[config.mk]
export PLATFORM = sky130hd
export DESIGN_NAME = mux_scan_ctrl
export DESIGN_NICKNAME = d
export VERILOG_FILES = /design/src/rtl/mux_scan_pkg.sv /design/src/rtl/mux_scan_dwell_cnt.sv /design/src/rtl/mux_scan_ctrl.sv
export SDC_FILE = /design/constraint.sdc
export NUM_CORES = 1
export LEC_CHECK = 0
export BUFFER_PORTS_ARGS = -buffer_cell sky130_fd_sc_hd__clkbuf_2
export CORE_MARGIN = 5
export CORE_UTILIZATION = 55
export CTS_BUF_LIST = sky130_fd_sc_hd__clkbuf_8
export DETAILED_ROUTE_END_ITERATION = 7
export PLACE_DENSITY = 0.8
export SETUP_SLACK_MARGIN = 0.4
export SLEW_MARGIN = 20
export SYNTH_ARGS = -nofsm -noshare
export SYNTH_HDL_FRONTEND = slang
export SYNTH_SLANG_ARGS = --single-unit
[constraint.sdc]
create_clock -name clk -period 5 [get_ports clk]
set_input_delay 0.75 -clock clk [delete_from_list [all_inputs] [get_ports clk]]
set_output_delay 0.75 -clock clk [all_outputs]
set_load 0.005 [all_outputs]
[src/rtl/mux_scan_pkg.sv]
// mux_scan_pkg
// Shared definitions for the 8:1 mux scan controller: FSM state encoding,
// select/channel/data widths and an even-parity helper.
// No ports (package).
package mux_scan_pkg;

    localparam int SEL_W  = 3;
    localparam int NUM_CH = 8;
    localparam int DATA_W = 8;

    typedef enum logic [1:0] {
        IDLE = 2'd0,
        SCAN = 2'd1,
        DONE = 2'd2
    } state_t;

    // Even parity bit: XOR of all data bits, so data plus parity has an even
    // number of ones.
    function automatic logic even_parity(input logic [DATA_W-1:0] word);
        return ^word;
    endfunction

endpackage

[src/rtl/mux_scan_dwell_cnt.sv]
// mux_scan_dwell_cnt
// Counts the cycles a select code has been held. Counts 0..DWELL-1 and wraps;
// tc is high during the last cycle of each dwell period.
// Ports:
//   clk  in   clock, rising edge
//   rst  in   synchronous active-high reset
//   clr  in   synchronous clear (held while the controller is not scanning)
//   tc   out  terminal count: current cycle is the last of the dwell
module mux_scan_dwell_cnt
    import mux_scan_pkg::*;
#(
    parameter int DWELL = 2
) (
    input  logic clk,
    input  logic rst,
    input  logic clr,
    output logic tc
);

    localparam logic [7:0] CNT_MAX = 8'(DWELL - 1);

    logic [7:0] cnt;

    assign tc = (cnt == CNT_MAX);

    // Dwell cycle counter, cleared outside SCAN and wrapped on terminal count.
    always_ff @(posedge clk) begin
        if (rst) begin
            cnt <= 8'd0;
        end else if (clr) begin
            cnt <= 8'd0;
        end else if (tc) begin
            cnt <= 8'd0;
        end else begin
            cnt <= cnt + 8'd1;
        end
    end

endmodule

[src/rtl/mux_scan_ctrl.sv]
// mux_scan_ctrl
// Steps the select lines of an external 8:1 mux through codes 0..7, holding
// each code DWELL cycles and sampling the mux output y on the last cycle of
// each dwell. After code 7 the full word is loaded into data, the FSM spends
// one cycle in DONE (select 0) and valid pulses for the cycle after DONE.
// Optional feature: define MUX_SCAN_PARITY_EN to add the parity output.
// Ports:
//   clk         in   clock, rising edge
//   rst         in   synchronous active-high reset
//   start       in   scan request, honoured only in IDLE
//   continuous  in   restart immediately after a scan completes
//   y           in   output of the external mux
//   s0,s1,s2    out  registered mux select (s2 = MSB)
//   data        out  captured word, bit k = mux input k
//   valid       out  one-cycle pulse marking a new data word
//   busy        out  high whenever not in IDLE
//   parity      out  even parity of data (MUX_SCAN_PARITY_EN only)
module mux_scan_ctrl
    import mux_scan_pkg::*;
#(
    parameter int DWELL = 2
) (
    input  logic              clk,
    input  logic              rst,
    input  logic              start,
    input  logic              continuous,
    input  logic              y,
    output logic              s0,
    output logic              s1,
    output logic              s2,
    output logic [DATA_W-1:0] data,
    output logic              valid,
    output logic              busy
`ifdef MUX_SCAN_PARITY_EN
    ,
    output logic              parity
`endif
);

    state_t             state;
    logic [SEL_W-1:0]   sel;
    logic [DATA_W-1:0]  capture;
    logic [DATA_W-1:0]  word_next;
    logic               dwell_clr;
    logic               dwell_tc;
`ifdef MUX_SCAN_PARITY_EN
    logic               parity_reg;
`endif

    // The counter only runs while scanning, so every dwell starts from zero.
    assign dwell_clr = (state != SCAN);

    mux_scan_dwell_cnt #(
        .DWELL (DWELL)
    ) u_dwell (
        .clk (clk),
        .rst (rst),
        .clr (dwell_clr),
        .tc  (dwell_tc)
    );

    // Completed word on the code-7 sample: earlier captures plus the live y.
    assign word_next = {y, capture[NUM_CH-2:0]};

    assign s0    = sel[0];
    assign s1    = sel[1];
    assign s2    = sel[2];
`ifdef MUX_SCAN_PARITY_EN
    assign parity = parity_reg;
`endif

    // Scan FSM with registered select, capture, data, valid and busy.
    always_ff @(posedge clk) begin
        if (rst) begin
            state   <= IDLE;
            sel     <= 3'd0;
            capture <= 8'd0;
            data    <= 8'd0;
            valid   <= 1'b0;
            busy    <= 1'b0;
`ifdef MUX_SCAN_PARITY_EN
            parity_reg <= 1'b0;
`endif
        end else begin
            case (state)
                IDLE: begin
                    valid <= 1'b0;
                    sel   <= 3'd0;
                    if (start) begin
                        state <= SCAN;
                        busy  <= 1'b1;
                    end else begin
                        busy  <= 1'b0;
                    end
                end
                SCAN: begin
                    valid <= 1'b0;
                    busy  <= 1'b1;
                    if (dwell_tc) begin
                        capture[sel] <= y;
                        // Code 7 is the last sample: publish the word and
                        // return the select to 0 for the DONE cycle.
                        if (sel == 3'd7) begin
                            data  <= word_next;
`ifdef MUX_SCAN_PARITY_EN
                            parity_reg <= even_parity(word_next);
`endif
                            sel   <= 3'd0;
                            state <= DONE;
                        end else begin
                            sel   <= sel + 3'd1;
                        end
                    end
                end
                DONE: begin
                    // valid appears in the cycle following DONE.
                    valid <= 1'b1;
                    sel   <= 3'd0;
                    if (continuous) begin
                        state <= SCAN;
                        busy  <= 1'b1;
                    end else begin
                        state <= IDLE;
                        busy  <= 1'b0;
                    end
                end
                default: begin
                    state <= IDLE;
                    sel   <= 3'd0;
                    valid <= 1'b0;
                    busy  <= 1'b0;
                end
            endcase
        end
    end

endmodule

==> out/summary.txt <==
Status = complete, no violations
Sequential area share after synthesis = 44.4%
Static leakage = 0.000532 uW
Met1 WL = 1070 um
Largest net degree at the start of global routing = 20
#FFs+latches synth = 30
Clock transition at path regs = 0.05 ns
CTS tree = done
GPL Wtd Cong = 0.809
Cells after synthesis = 136
Post-CTS Hold Buffers = 0
Die Span X = 59.6 um
Setup TNS = 0 ns
Met2 routed WL = 1100 um
Number of post-CTS setup repair buffers = 0
First-pass GRT wire length = 4090 um
Clock Latency Late Sink = 0.27 ns
Internal reg-to-reg setup slack = 2.94 ns
H-tree levels = 2
Top sig layer = met4
Critical path arrival = 2.25 ns
Via count = 998
Die height = 59.6 um
Initial antenna violation count = 0
Via density = 5.51
Initial DRC Count = 21
GRT Overall Usage = 15.6%
Hold Path Class = reg -> reg
Post_cts resized = 0
Maxcap violations = 0
Wire length per cell = 13.0 um
CP required = 5.19 ns
CP Launch Type = flop
Remaining DRCs = 0
Post-DP HPWL = 1740 um
Layout cells sized above 1 = 19.9%
# diodes = 0
Starting density of the core = 56.1%
Final Net Count = 160
Fraction of registers with async set/reset = 0%
Final period util = 41.3%
Setup CP Type = reg -> reg
WL met3 = 118 um
Mapped Area = 1350 um^2
Synth unique cells = 31
Die area = 3550 um^2
Vias in the first global route = 955
R2R cell count = 4
Ys flop type = dfxtp_1
Critical path fanouts, max = 14
Total wire length = 2350 um
Cell area power density = 293 nW/um^2
Worst vdd ir = 0.202 mV
Sinks on Clock Net = 30
Pre-antenna DRT Iters = 4
Setup violators final = 0
CORE AREA = 2410 um^2
Final Core Density = 61.8%
CTS max path bufs = 2
Global route overflow = 0
Worst Max-Slew Pin Slew = 0.555 ns
DRT antenna net count = 0
Area growth syn-to-layout = 10.1%
RSZ-0062 raised after global routing = no
Synth Area per Inst = 9.95 um^2
Port-buffer cells = 17
Max Clock Skew = 0.00357 ns
Number of synthesized flops with an enable pin = 0
Max-slew violations = 0
Synth warnings = 0
Fmax = 0.485 GHz
Total CTS buffers = 5
Relative slew slack = 62.5%
Final Hold Fails = 0
Root Buffer = clkbuf_8
I/O pin count = 18
WHS Path Cells = 2
Core Rows = 18
CP endpoint kind = flop
Syn nets = 145
Final Critical Period = 2.06 ns
## cell usage after synthesis (3+ instances only)
library cell / instances / area [um^2]
a21oi_1: 6 / 30.0
nand2b_1: 14 / 87.6
o21ai_0: 7 / 35.0
mux2i_1: 16 / 160
inv_1: 4 / 15.0
or3_1: 4 / 25.0
buf_6: 3 / 33.8
nand3_1: 5 / 25.0
nor4_1: 8 / 50.1
ha_1: 4 / 50.1
nor2_1: 5 / 18.8
dfxtp_1: 30 / 601
clkbuf_1: 3 / 11.3
## state kept, by name, summed over array words and instances (netlist names)
register     flops
sel              3
data             8
u_dwell.cnt      8
capture          7
state            2
valid            1
busy             1
## metrics by stage
step           worst slack, ns  cell area (um^2)  power [uW]  hold slack (ns)  std cells
2_1_floorplan             3.12              1350         269            0.456        136
3_3_place_gp              3.01              1410         270            0.460        174
3_5_place_dp              2.95              1410         272            0.464        174
4_1_cts                   2.92              1490         444            0.476        181
5_1_grt                   2.81              1490         458            0.504        181
6_report                  2.94              1490         436            0.469        181
## metal layers
layer	vias up	track usage [%]
met5	-	0
met4	0	10.1
met3	5	5.45
met2	22	24.2
met1	462	18.0
li1	509	-
## power breakdown
group | switching, uW | internal [uW]
sequential | 3.03 | 242
clock | 78.1 | 91.3
combinational | 11.6 | 9.36
## cell usage in the layout, fill, tap and decap left out, types with 4 or more instances in the layout
cell and count:
ha_1 4, inv_1 6, clkbuf_8 5, nand2b_1 14, nor4_1 8, clkbuf_2 17, mux2i_1 16, a21oi_1 6
nand3_1 5, o21ai_0 7, or3_1 4, nor2_1 5, dfxtp_1 30
## final cells by class
class / count / area, um^2
fillers: 206 / 921
multi-input cells: 93 / 674
flip-flops and latches: 30 / 601
repair buffers: 17 / 85.1
clock buffers: 5 / 68.8
well taps: 30 / 37.5
inverters: 4 / 15.0
clock inverters: 2 / 7.51
## worst max-delay path: stages, from the launching register on
cell     delay, ns
dfxtp_1       0.41
ha_1          0.20
or4b_4        0.56
nor3_4        0.52
mux2i_1       0.28
## cell families (layout without fill, tap and decap cells)
group	count (synthesis)	after routing	share of synthesized area, %
compound gates	14	14	5.37
xor+xnor	3	3	1.94
fa+ha+maj	4	4	3.70
buf+inv	13	28	5.74
flops	30	30	44.4
mux	16	16	11.8
simple gates	56	56	27.0
## worst paths after layout
check / from / to
worst min-delay path: data[2] / data[2]
worst max register to register: u_dwell.cnt[0] / data[4]
worst min register to register: data[2] / data[2]
worst max-delay path: u_dwell.cnt[0] / data[4]
Power figures use the tool's default switching activity.
